==> config.mk <==
export PLATFORM = sky130hd
export DESIGN_NAME = uart_rx
export DESIGN_NICKNAME = d
export VERILOG_FILES = /design/src/rtl/uart_rx.sv
export SDC_FILE = /design/constraint.sdc
export NUM_CORES = 1
export LEC_CHECK = 0
export ABC_AREA = 1
export CORE_AREA = 2 2 66 68
export DETAILED_ROUTE_END_ITERATION = 12
export DIE_AREA = 0 0 68 70
export PLACE_DENSITY_LB_ADDON = 0.25
export SLEW_MARGIN = 15
export SYNTH_ARGS = -nofsm -noshare
export SYNTH_HDL_FRONTEND = slang
export SYNTH_SLANG_ARGS = --single-unit
==> constraint.sdc <==
create_clock -name clk -period 1.87 [get_ports clk]
set_clock_uncertainty 0.05 [all_clocks]
set_input_delay 0.2805 -clock clk [delete_from_list [all_inputs] [get_ports clk]]
set_output_delay 0.2805 -clock clk [all_outputs]
set_load 0.03 [all_outputs]
==> src/rtl/uart_rx.sv <==
// uart_rx: 8N1 receiver driven by an OSR-times oversample tick.
// Deserialises rxd into a holding register with ready/ack handshake and
// sticky overrun / framing-error flags. All outputs are registered.
module uart_rx #(
   parameter int unsigned OSR = 8
) (
   input  logic       clk,
   input  logic       n_reset,
   input  logic       tick,
   input  logic       rxd,
   output logic [7:0] rx_data,
   output logic       rx_ready,
   input  logic       rx_ack,
   output logic       overrun,
   output logic       frame_err,
   output logic       busy
);

   localparam int unsigned  TW    = (OSR > 2) ? $clog2(OSR) : 1;
   localparam logic [TW-1:0] T_MID = TW'(OSR / 2 - 1);
   localparam logic [TW-1:0] T_END = TW'(OSR - 1);

   typedef enum logic [2:0] {
      ST_IDLE,
      ST_START,
      ST_DATA,
      ST_STOP,
      ST_WAIT
   } state_t;

   state_t        state_q,     state_d;
   logic          sync1_q,     sync1_d;
   logic          rxs_q,       rxs_d;
   logic [TW-1:0] tcnt_q,      tcnt_d;
   logic [2:0]    bcnt_q,      bcnt_d;
   logic [7:0]    sr_q,        sr_d;
   logic [7:0]    rx_data_q,   rx_data_d;
   logic          rx_ready_q,  rx_ready_d;
   logic          overrun_q,   overrun_d;
   logic          frame_err_q, frame_err_d;
   logic          busy_q,      busy_d;

   // Next-state: synchroniser, bit timing FSM, handshake and commit
   always_comb begin
      state_d     = state_q;
      tcnt_d      = tcnt_q;
      bcnt_d      = bcnt_q;
      sr_d        = sr_q;
      rx_data_d   = rx_data_q;
      rx_ready_d  = rx_ready_q;
      overrun_d   = overrun_q;
      frame_err_d = frame_err_q;
      sync1_d     = rxd;
      rxs_d       = sync1_q;

      // Ack is applied before any commit in the same cycle, so a
      // simultaneous ack + commit leaves rx_ready set without overrun.
      if (rx_ack) begin
         frame_err_d = 1'b0;
         if (rx_ready_q) begin
            rx_ready_d = 1'b0;
            overrun_d  = 1'b0;
         end
      end

      if (tick) begin
         case (state_q)
            ST_IDLE: begin
               if (!rxs_q) begin
                  tcnt_d  = '0;
                  state_d = ST_START;
               end
            end
            ST_START: begin
               if (tcnt_q == T_MID) begin
                  if (rxs_q) begin
                     state_d = ST_IDLE;
                  end else begin
                     tcnt_d  = '0;
                     bcnt_d  = '0;
                     state_d = ST_DATA;
                  end
               end else begin
                  tcnt_d = tcnt_q + 1'b1;
               end
            end
            ST_DATA: begin
               if (tcnt_q == T_END) begin
                  tcnt_d = '0;
                  sr_d   = {rxs_q, sr_q[7:1]};
                  if (bcnt_q == 3'd7) begin
                     state_d = ST_STOP;
                  end else begin
                     bcnt_d = bcnt_q + 1'b1;
                  end
               end else begin
                  tcnt_d = tcnt_q + 1'b1;
               end
            end
            ST_STOP: begin
               if (tcnt_q == T_END) begin
                  tcnt_d = '0;
                  if (rxs_q) begin
                     rx_data_d  = sr_q;
                     rx_ready_d = 1'b1;
                     if (rx_ready_q && !rx_ack) begin
                        overrun_d = 1'b1;
                     end
                     state_d = ST_IDLE;
                  end else begin
                     frame_err_d = 1'b1;
                     state_d     = ST_WAIT;
                  end
               end else begin
                  tcnt_d = tcnt_q + 1'b1;
               end
            end
            ST_WAIT: begin
               if (rxs_q) begin
                  state_d = ST_IDLE;
               end
            end
            default: state_d = ST_IDLE;
         endcase
      end

      busy_d = (state_d != ST_IDLE);
   end

   // All state registers with asynchronous active-low reset
   always_ff @(posedge clk or negedge n_reset) begin
      if (!n_reset) begin
         state_q     <= ST_IDLE;
         sync1_q     <= 1'b1;
         rxs_q       <= 1'b1;
         tcnt_q      <= '0;
         bcnt_q      <= '0;
         sr_q        <= '0;
         rx_data_q   <= '0;
         rx_ready_q  <= 1'b0;
         overrun_q   <= 1'b0;
         frame_err_q <= 1'b0;
         busy_q      <= 1'b0;
      end else begin
         state_q     <= state_d;
         sync1_q     <= sync1_d;
         rxs_q       <= rxs_d;
         tcnt_q      <= tcnt_d;
         bcnt_q      <= bcnt_d;
         sr_q        <= sr_d;
         rx_data_q   <= rx_data_d;
         rx_ready_q  <= rx_ready_d;
         overrun_q   <= overrun_d;
         frame_err_q <= frame_err_d;
         busy_q      <= busy_d;
      end
   end

   assign rx_data   = rx_data_q;
   assign rx_ready  = rx_ready_q;
   assign overrun   = overrun_q;
   assign frame_err = frame_err_q;
   assign busy      = busy_q;

endmodule

==> impl_metrics.env, run 1 <==
export IMPL_ir_drop_mv=0.4767
export IMPL_drv_slew=0
export IMPL_ys_ff_latch=31
export IMPL_cts_tree="yes"
export IMPL_grt_max_degree=32
export IMPL_r2r_end="busy$_DFF_PN0_"
export IMPL_reg2reg_from="tcnt_q[0]$_DFFE_PN0P_"
export IMPL_layout_commonest_cell="nand2_1"
export IMPL_gp_congestion=0.8740
export IMPL_clk_pin_slew_ns=0.06
export IMPL_fin_nets=205
export IMPL_worst_slew_pin_slew_ns=0.3831
export IMPL_firstDrtPassIters=4
export IMPL_grt_ovfl_total=0
export IMPL_finalHoldViolations=0
export IMPL_cts_root_buffer="clkbuf_8"
export IMPL_hold_slack_ns=0.3061
export IMPL_finalWorstSetupSlack_ns=0.1864
export IMPL_finalSetupViolCount=0
export IMPL_p_leak_nw=0.9099
export IMPL_synth_seq_area_share=0.5078
export IMPL_period_share=0.9003
export IMPL_synth_avg_cell_area_um2=8.911
export IMPL_chipHeight_um=70
export IMPL_path_class="reg2reg"
export IMPL_initialDrtViolationCount=31
export IMPL_end_kind="flop"
export IMPL_cts_resized=0
export IMPL_synth_cell_type_count=28
export IMPL_antenna_found_initial=0
export IMPL_power_per_cell_area_mw_per_mm2=1054
export IMPL_grtUsageTotal=0.1512
export IMPL_place_hpwl_mm=2.054
export IMPL_final_cells=246
export IMPL_area_growth_pct=19.59
export IMPL_ant_nets=0
export IMPL_wire_per_inst_um=11.36
export IMPL_fin_crit_ns=1.684
export IMPL_htree_levels=2
export IMPL_dp_cells=238
export IMPL_synth_area_mm2=0.001533
export IMPL_final_cell_mix="54 x nand2_1, 29 x dfrtp_1, 21 x inv_1"
export IMPL_detailedPlace_worstSlack_ns=0.1485
export IMPL_status="finished clean"
export IMPL_clockBufferDepth=2
export IMPL_cp_max_fo=5
export IMPL_crit_path_end="busy$_DFF_PN0_"
export IMPL_cts_sinks=31
export IMPL_antenna_diode_count=0
export IMPL_hold_class="reg2reg"
export IMPL_relSlewSlack=0.7446
export IMPL_max_freq_mhz=594.0
export IMPL_drive_gt1_frac=0.1598
export IMPL_ios=17
export IMPL_rr_worst_depth=10
export IMPL_drv_cap=0
export IMPL_fp_dieW_um=68
export IMPL_clock_latency_ns=0.29
export IMPL_cts_setup_buffers=0
export IMPL_grt_pass1_vias=1182
export IMPL_worstSetupStartpoint="tcnt_q[0]$_DFFE_PN0P_"
export IMPL_worst_ep_arrival_time_ns=1.81
export IMPL_drt_total_wl_mm=2.795
export IMPL_yosysWarnings=0
export IMPL_routed_via_density=4.618
export IMPL_postCtsHoldBufs=0
export IMPL_syn_inst=172
export IMPL_initial_core_util=0.3699
export IMPL_core_area_mm2=0.004144
export IMPL_drcViolationCount=0
export IMPL_cts_buffers=5
export IMPL_start_kind="flop"
export IMPL_syn_nets=184
export IMPL_finalSetupTns_ns=0
export IMPL_die_area_mm2=0.004760
export IMPL_vias=1136
export IMPL_ff2ff_setup_slack_ns=0.19
export IMPL_port_buffers=16
export IMPL_required_ns=2.00
export IMPL_grt_pass1_wl_mm=5.299
export IMPL_row_count=24
export IMPL_rsz0062_at_grt="false"
==> metal layers <==
layer / part of all wire / vias to the layer above / wire, um / global-route usage
li1: - / 580 / - / -
met2: 0.49 / 22 / 1377 / 0.2309
met1: 0.45 / 528 / 1245 / 0.1828
met5: 0 / - / 0 / 0
met4: 0.019 / 0 / 52 / 0.07333
met3: 0.043 / 6 / 120 / 0.05958
==> logic make-up after synthesis <==
family                   Yosys count  share of synthesized area
adder cells (fa/ha/maj)            7                    0.05714
buffers and inverters             27                    0.07429
AND/OR/NAND/NOR                   80                     0.2490
flip-flops                        31                     0.5078
AO/OA/AOI/OAI                     27                     0.1118
==> state kept, by name (all words and copies together) (netlist names), named ones only <==
| name | flops |
|---|---|
| bcnt_q | 3 |
| busy | 1 |
| frame_err | 1 |
| rx_data | 8 |
| rx_ready | 1 |
| rxs_d | 1 |
| rxs_q | 1 |
| sr_q | 8 |
| state_q | 3 |
| tcnt_q | 3 |
==> worst max-delay path, stage by stage (launching register included) <==
cell,delay [ns]
dfrtp_1,0.40
ha_1,0.26
ha_1,0.25
nand2_1,0.12
inv_1,0.09
nand3_1,0.11
nand2_1,0.06
nand2_1,0.05
inv_1,0.04
nor2_1,0.09
nand2_1,0.05
==> cells in the mapped netlist <==
master     n  share of area
nor2_1     6          0.015
buf_4      1         0.0049
o21ai_0    2         0.0065
a22oi_1    1         0.0049
nand2_4    1         0.0073
ha_1       7          0.057
nand2_2    1         0.0041
nor2_2     2         0.0082
nand4_1    1         0.0041
buf_2      1         0.0033
nand3_1    7          0.023
inv_1     21          0.051
nand3b_1   2         0.0098
buf_6      1         0.0073
dfstp_2    2          0.034
nor3_2     1         0.0065
o22ai_1    1         0.0041
nor2_4     2          0.015
dfrtp_1   29           0.47
nand3_2    1         0.0065
nand4_4    1          0.014
a21o_1     1         0.0049
or2_2      1         0.0041
a21oi_1    2         0.0065
o21ai_2    8          0.046
o21ai_1   12          0.039
inv_2      3         0.0073
nand2_1   54           0.13
==> metrics by stage <==
stage / total power [mW] / util / area (um2)
floorplan: 1.249 / - / 1533
global placement: 1.387 / 0.4203 / 1742
detailed placement: 1.408 / 0.4203 / 1742
CTS: 1.960 / 0.4423 / 1833
global route: 2.108 / 0.4423 / 1833
finish: 1.931 / 0.4423 / 1833
==> power breakdown <==
group / total, mW / switching [mW] / internal (mW)
combinational: 0.567 / 0.369 / 0.198
clock: 0.543 / 0.247 / 0.296
sequential: 0.821 / 0.0742 / 0.747
==> worst min path at each step <==
stage / startpoint / to / slack, ns / cells past startpoint
floorplan: n_reset / asynchronous set/reset pin / -0.07 / 0
finish: rxs_d$_DFF_PN1_ / rxs_q$_DFF_PN1_ / 0.31 / 0
global placement: rxs_d$_DFF_PN1_ / rxs_q$_DFF_PN1_ / 0.30 / 0
detailed placement: rxs_d$_DFF_PN1_ / rxs_q$_DFF_PN1_ / 0.30 / 0
CTS: rxs_d$_DFF_PN1_ / rxs_q$_DFF_PN1_ / 0.31 / 0
global route: rxs_d$_DFF_PN1_ / rxs_q$_DFF_PN1_ / 0.31 / 0
==> final cells by class <==
cell class              count  area (um2)
repair buffers             17       167.7
well taps                  52       65.06
flip-flops and latches     31       778.2
inverters                  24       90.09
clock buffers               7       86.33
clock inverters             1       5.005
multi-input cells         114       640.6
fillers                   424        2311
Note: power is estimated with default switching activity, not from simulation.
==> inputs of run 2 (changes only) <==
--- a/config.mk
+++ b/config.mk
@@ -6,9 +6,10 @@
 export NUM_CORES = 1
 export LEC_CHECK = 0
 export ABC_AREA = 1
-export CORE_AREA = 2 2 66 68
+export CAP_MARGIN = 20
+export CORE_AREA = 5 5 69 71
 export DETAILED_ROUTE_END_ITERATION = 12
-export DIE_AREA = 0 0 68 70
+export DIE_AREA = 0 0 74 76
 export PLACE_DENSITY_LB_ADDON = 0.25
 export SLEW_MARGIN = 15
 export SYNTH_ARGS = -nofsm -noshare
==> impl_metrics.env, run 2 (synthesis results as in run 1) <==
export IMPL_status="finished clean"
export IMPL_wire_per_inst_um=10.97
export IMPL_drv_cap=0
export IMPL_die_area_mm2=0.005624
export IMPL_fillers=424
export IMPL_ios=17
export IMPL_firstDrtPassIters=4
export IMPL_core_area_mm2=0.004174
export IMPL_slowest_delay_ns=0.68
export IMPL_fin_util=0.4445
export IMPL_drive_gt1_frac=0.1744
export IMPL_clk_pin_slew_ns=0.06
export IMPL_drt_total_wl_mm=2.709
export IMPL_max_freq_mhz=595.8
export IMPL_area_growth_pct=21.06
export IMPL_power_total_mw=1.974
export IMPL_start_kind="flop"
export IMPL_finalHoldViolations=0
export IMPL_initialDrtViolationCount=43
export IMPL_initial_core_util=0.3672
export IMPL_clockBufferDepth=2
export IMPL_antenna_diode_count=0
export IMPL_path_buf_inv=1
export IMPL_path_class="reg2out"
export IMPL_gp_congestion=0.8019
export IMPL_finalSetupViolCount=0
export IMPL_final_cell_mix="54 x nand2_1, 29 x dfrtp_1, 21 x inv_1"
export IMPL_finalSetupTns_ns=0
export IMPL_port_buffers=16
export IMPL_busiest_layer="met2"
export IMPL_required_ns=1.54
export IMPL_cts_buffers=5
export IMPL_grt_max_degree=32
export IMPL_vias=1127
export IMPL_routed_via_density=4.563
export IMPL_layout_commonest_cell="nand2_1"
export IMPL_gr_usage_met1=0.1536
export IMPL_power_per_cell_area_mw_per_mm2=1064
export IMPL_hold_class="reg2reg"
export IMPL_ant_nets=0
export IMPL_place_hpwl_mm=2.004
export IMPL_ir_drop_mv=0.4630
export IMPL_grtUsageTotal=0.1175
export IMPL_grt_pass1_wl_mm=5.099
export IMPL_grt_pass1_vias=1124
export IMPL_path_cells="clkdlybuf4s50_1"
export IMPL_rsz0062_at_grt="false"
export IMPL_fin_crit_ns=1.678
export IMPL_antenna_found_initial=0
export IMPL_p_leak_nw=0.9141
export IMPL_cp_max_fo=4
export IMPL_row_count=24
export IMPL_fp_dieW_um=74
export IMPL_crit_family="buffers and inverters"
export IMPL_htree_levels=2
export IMPL_fin_nets=206
export IMPL_period_share=0.8975
export IMPL_slowest_stage="clkdlybuf4s50_1"
export IMPL_grt_met2_usage=0.1667
export IMPL_cts_root_buffer="clkbuf_8"
export IMPL_cts_sinks=31
export IMPL_worst_ep_arrival_time_ns=1.35
export IMPL_chipHeight_um=76
export IMPL_grt_ovfl_total=0
export IMPL_grt_use_met3=0.04485
export IMPL_relSlewSlack=0.7448
export IMPL_clock_latency_ns=0.28
export IMPL_end_kind="output port"
export IMPL_cts_tree="yes"
export IMPL_drcViolationCount=0
export IMPL_drv_slew=0
export IMPL_worst_slew_pin_slew_ns=0.3828
==> run 2: path summary, 6_finish.rpt <==
check                                      start                    end  slack (ns)  depth (start not counted)
setup / recovery              rx_ready$_DFF_PN0_               rx_ready        0.19                          1
hold / removal                   rxs_d$_DFF_PN1_        rxs_q$_DFF_PN1_        0.31                          0
setup reg to reg           tcnt_q[0]$_DFFE_PN0P_         busy$_DFF_PN0_        0.23                         10
hold reg to reg                  rxs_d$_DFF_PN1_        rxs_q$_DFF_PN1_        0.31                          0
max in group asynchronous                n_reset        rxs_q$_DFF_PN1_        1.11                          2
min in group asynchronous                n_reset  bcnt_q[0]$_DFFE_PN0P_        0.33                          2
==> run 2: what timing repair did <==
| item | in CTS | in global routing |
|---|---|---|
| buffers inserted | 0 | 0 |
| endpoints found under the setup margin | 0 | 1 |
| resized for setup | 0 | 1 |
| hold buffers | 0 | 0 |
==> run 2: layer usage <==
metal,up-vias,routed length (um)
li1,590,-
met1,510,1289
met2,23,1209
met3,4,175
met4,0,35
met5,-,0
==> run 2: metrics by stage <==
step           instances  worst slack [ns]  hold slack (ns)  cell area [um2]
6_report             247            0.1917           0.3058             1856
5_1_grt              247           0.04722           0.3105             1856
4_1_cts              247            0.1590           0.3071             1853
3_5_place_dp         239            0.1327           0.2978             1749
3_3_place_gp         239            0.1683           0.2965             1749
2_1_floorplan        172            0.3234         -0.06509             1533
==> run 2: layout make-up <==
class | count | area, um2 | area share
Inverter | 24 | 90.09 | 0.04855
Tap cell | 52 | 65.06 | 0.03506
Clock inverter | 1 | 7.507 | 0.004046
Clock buffer | 7 | 96.34 | 0.05192
Timing Repair Buffer | 18 | 175.2 | 0.09440
Multi-Input combinational cell | 114 | 643.1 | 0.3466
Sequential cell | 31 | 778.2 | 0.4194
==> run 2: power breakdown <==
group	switching, mW	internal [mW]
clock network	0.249	0.334
logic	0.373	0.198
registers	0.0728	0.746
